## config.mk

```make
export PLATFORM = sky130hd
export DESIGN_NAME = dec3to8_hs
export DESIGN_NICKNAME = d
export VERILOG_FILES = /design/src/rtl/dec3to8_hs.sv
export SDC_FILE = /design/constraint.sdc
export NUM_CORES = 1
export LEC_CHECK = 0
export ABC_AREA = 1
export CAP_MARGIN = 40
export CORE_AREA = 2 2 67 69
export CTS_CLUSTER_SIZE = 20
export DETAILED_ROUTE_END_ITERATION = 16
export DIE_AREA = 0 0 69 71
export DONT_BUFFER_PORTS = 1
export MAX_ROUTING_LAYER = met4
export PLACE_DENSITY = 0.52
export SETUP_SLACK_MARGIN = 0.05
export SLEW_MARGIN = 20
export SYNTH_ARGS = -nofsm -noshare
export SYNTH_HDL_FRONTEND = slang
export SYNTH_SLANG_ARGS = --single-unit
```

## constraint.sdc

```tcl
create_clock -name clk -period 1.6 [get_ports clk]
set_input_delay 0.4 -clock clk [delete_from_list [all_inputs] [get_ports clk]]
set_output_delay 0.4 -clock clk [all_outputs]
set_load 0.005 [all_outputs]
```

## src/rtl/dec3to8_hs.sv

```systemverilog
// Registered 3-to-8 one-hot decoder with valid/ready handshakes on both sides
// and a walking-one scan sequencer for bring-up and loop-back checks.
module dec3to8_hs #(
  parameter int unsigned HOLD = 4
) (
  input  logic       clk,
  input  logic       rst,
  input  logic       a,
  input  logic       b,
  input  logic       c,
  input  logic       in_valid,
  output logic       in_ready,
  output logic [7:0] y,
  output logic       out_valid,
  input  logic       out_ready,
  input  logic       scan_start,
  output logic       scan_busy
);

  typedef enum logic [0:0] {
    IDLE = 1'b0,
    SCAN = 1'b1
  } state_t;

  state_t     state_reg;
  logic [7:0] y_reg;
  logic       out_valid_reg;
  logic       scan_busy_reg;
  logic [2:0] code_reg;
  logic [7:0] hold_reg;

  logic [2:0] in_code;
  logic [2:0] code_inc;
  logic [7:0] in_onehot;
  logic [7:0] scan_onehot_next;
  logic       in_xfer;
  logic       hold_done;
  logic       scan_last;

  assign in_code   = {a, b, c};
  assign code_inc  = code_reg + 3'd1;
  assign hold_done = (hold_reg == 8'(HOLD - 1));
  assign scan_last = (code_reg == 3'd7);

  // Both decoders compare against a constant per output bit, so y can only
  // ever be loaded with a one-hot word (or the explicit zero on reset/exit).
  generate
    for (genvar gi = 0; gi < 8; gi++) begin : g_dec
      assign in_onehot[gi]        = (in_code == 3'(gi));
      assign scan_onehot_next[gi] = (code_inc == 3'(gi));
    end
  endgenerate

  // A pending scan_start blocks input so it wins over a simultaneous code.
  assign in_ready = !rst && (state_reg == IDLE) && !scan_start &&
                    (!out_valid_reg || out_ready);
  assign in_xfer  = in_valid && in_ready;

  always_ff @(posedge clk) begin
    if (rst) begin
      state_reg     <= IDLE;
      y_reg         <= 8'h00;
      out_valid_reg <= 1'b0;
      scan_busy_reg <= 1'b0;
      code_reg      <= 3'd0;
      hold_reg      <= 8'd0;
    end else begin
      unique case (state_reg)
        IDLE: begin
          if (scan_start && !out_valid_reg) begin
            state_reg     <= SCAN;
            scan_busy_reg <= 1'b1;
            y_reg         <= 8'h01;
            code_reg      <= 3'd0;
            hold_reg      <= 8'd0;
          end else if (in_xfer) begin
            y_reg         <= in_onehot;
            out_valid_reg <= 1'b1;
          end else if (out_valid_reg && out_ready) begin
            out_valid_reg <= 1'b0;
          end
        end
        SCAN: begin
          if (!hold_done) begin
            hold_reg <= hold_reg + 8'd1;
          end else if (scan_last) begin
            state_reg     <= IDLE;
            scan_busy_reg <= 1'b0;
            y_reg         <= 8'h00;
            code_reg      <= 3'd0;
            hold_reg      <= 8'd0;
          end else begin
            hold_reg <= 8'd0;
            code_reg <= code_inc;
            y_reg    <= scan_onehot_next;
          end
        end
        default: begin
          state_reg     <= IDLE;
          scan_busy_reg <= 1'b0;
          y_reg         <= 8'h00;
          out_valid_reg <= 1'b0;
          code_reg      <= 3'd0;
          hold_reg      <= 8'd0;
        end
      endcase
    end
  end

  assign y         = y_reg;
  assign out_valid = out_valid_reg;
  assign scan_busy = scan_busy_reg;

endmodule

```

==> impl_metrics.ini <==
[hold_path]
hp-class = primary input to flip-flop
hold-path-cell-count = 1

[worst_setup_path]
reg2reg_slack_ps = 160
crit_path_start = state_reg
path_cells = buf_4 > nor2_4 > nand2_1 > nor2_1
path_max_fanout = 8
start_kind = flip-flop
crit_end = in_ready
reg2reg_depth = 11
reg2reg_from = code_reg[0]
arrival_ps = 1060
cpPeakStageDelay_ps = 310
r2r_end = y[2]
cp.depth = 4
end_kind = output pin
crit_family = flip-flops
critPathSlowestCell = dfxtp_1
required_ps = 1200
critical_path_class = flip-flop to output pin
cp_num_buf_inv = 1

[synthesis]
syn_area_um2 = 1420
netlist_instances = 209
ys_seq_elements = 22
syn_avg_cell_area_um2 = 6.79
yosysSeqAreaShare_pct = 31.0
yosys_warnings = 0
syn_nets = 224
synth_cell_type_count = 25

[clocking]
cts_buffer_depth = 2
cts_root_buf = clkbuf_8
cts_tree = built
clkTransAtPathRegs_ps = 90
cts_sinks = 22
htreeDepth = 1
insertion_delay_ps = 270
cts_buffers = 3

[die]
io_pins = 19
row_count = 24
start_util_pct = 33.8
die_w_um = 69
die_h_um = 71
die-area_um2 = 4900
core_area_um2 = 4200

[layout]
area_growth_pct = 12.0
mostFrequentLayoutCells = nand2_1 (48), inv_1 (29), dfxtp_1 (21)
nets = 229
antenna_cells = 0
layout_commonest_cell = nand2_1
drive_above_1_share_pct = 17.4

[power_and_ir_drop]
power.density_nw_per_um2 = 823
report.power.total_mw = 1.31
leakage_nw = 0.691
ir_worst_vdd_uv = 382

[sta]
slew_viol_final = 0
relSlewSlack_pct = 71.1
setup_tns_ps = 0
tightest_slew_ps = 433
hold_viol = 0
fmax_mhz = 683
rsz0062_at_grt = no
skew_ps = 11.9
setup_viol = 0
min_period_over_period_pct = 91.5
period_needed_ps = 1460

[place]
place_congestion = 0.767
io_buffers = 0
dp_hpwl_um = 2170

[detailed_routing]
vias_per_cell = 4.72
drt-initial-drc-count = 42
drt_first_pass_iters = 4
routed_wl_um = 3130
wl_per_cell_um = 11.8
num_vias = 1251
drc = 0
ant_nets = 0

[grt]
grt_pass1_vias = 1107
grt_max_degree = 14
antenna_found_initial = 0
grt_first_pass_wirelength_um = 5110
track_usage_pct = 13.2
grt_overflow_total = 0

[flow_run]
max_cap_viol_count = 0

[run_status]
outcome = finished, final reports clean
-- through the flow --
step	cell area, um^2	std cells	hold WS [ps]	worst slack (ps)	utilization, %
after floorplan	1420	209	453	191	-
final	1590	265	180	136	37.8
after global placement	1470	259	472	98.3	34.9
after detailed placement	1470	259	472	69.1	34.9
after global routing	1590	265	171	52.9	37.8
after CTS	1540	263	171	90.2	36.7
-- power breakdown --
part	switching (mW)	internal, mW
Combinational	0.113	0.0647
Clock	0.202	0.335
Sequential	0.0187	0.574
-- layout make-up --
cell class	instances	area (um^2)
clock buffer	3	41.3
clock inverter	1	30.0
fill	467	2620
inverter	42	160
multi-input combinational	140	813
sequential	22	442
tap	52	65.1
timing repair buffer	5	37.5
-- worst min-delay path by stage --
stage / from / end / slack (ps)
floorplan: hold_reg[0] / hold_reg[0] / 450
global placement: hold_reg[1] / hold_reg[1] / 470
detailed placement: rst / out_valid / 470
CTS: rst / code_reg[2] / 170
global route: rst / out_valid / 170
finish: rst / code_reg[2] / 180
-- routing by layer --
| metal | share of wire, % | vias to the layer above | GRT usage (%) |
|---|---|---|---|
| li1 | - | 664 | - |
| met1 | 43 | 549 | 15.1 |
| met2 | 50 | 33 | 22.6 |
| met3 | 6.4 | 5 | 3.70 |
| met4 | 1.1 | 0 | 3.92 |
| met5 | 0 | - | - |
-- timing repair --
action,CTS,global route
setup buffers,0,1
cloned,0,1
setup endpoints to repair,3,8
pin swaps,0,2
hold buffers,0,0
resized for setup,1,5
-- logic make-up (layout without fill, tap and decap cells) --
family | Yosys count | after routing | synth area share, %
AOI/OAI and AO/OA | 25 | 25 | 9.17
xor gates and xnor gates | 2 | 2 | 1.23
adders and majority gates | 7 | 7 | 6.17
buffers and inverters | 48 | 51 | 14.5
DFF | 22 | 22 | 31.0
and+or+nand+nor | 105 | 106 | 37.9
-- worst reg2reg max path, cell delays in order (launching register included) --
cell     delay (ps)
dfxtp_2         350
ha_1            220
ha_4            170
inv_1            80
nand2_2         100
nor2_4          120
nand2_1          60
o21ai_0          70
inv_1            50
nand2_1          60
inv_1            30
nor2_1           80
-- cells in the mapped netlist --
library cell,instances,area [um^2]
clkbuf_4,1,7.51
nand3b_1,1,7.51
buf_2,3,15.0
nand2_1,48,180
clkinv_1,7,26.3
ha_1,7,87.6
nand4_1,9,56.3
inv_4,1,6.26
inv_1,29,109
nor2_4,2,22.5
nand3_1,17,85.1
inv_2,5,18.8
buf_6,2,22.5
nand3_4,2,35.0
nand4_4,1,21.3
o21a_1,1,7.51
nor2_1,12,45.0
nand2_2,3,18.8
nor2_2,9,56.3
a21oi_1,17,85.1
dfxtp_1,22,440
nand3_2,1,10.0
o211ai_1,1,7.51
xor2_1,2,17.5
o21ai_0,6,30.0
Power figures use the tool's default switching activity.
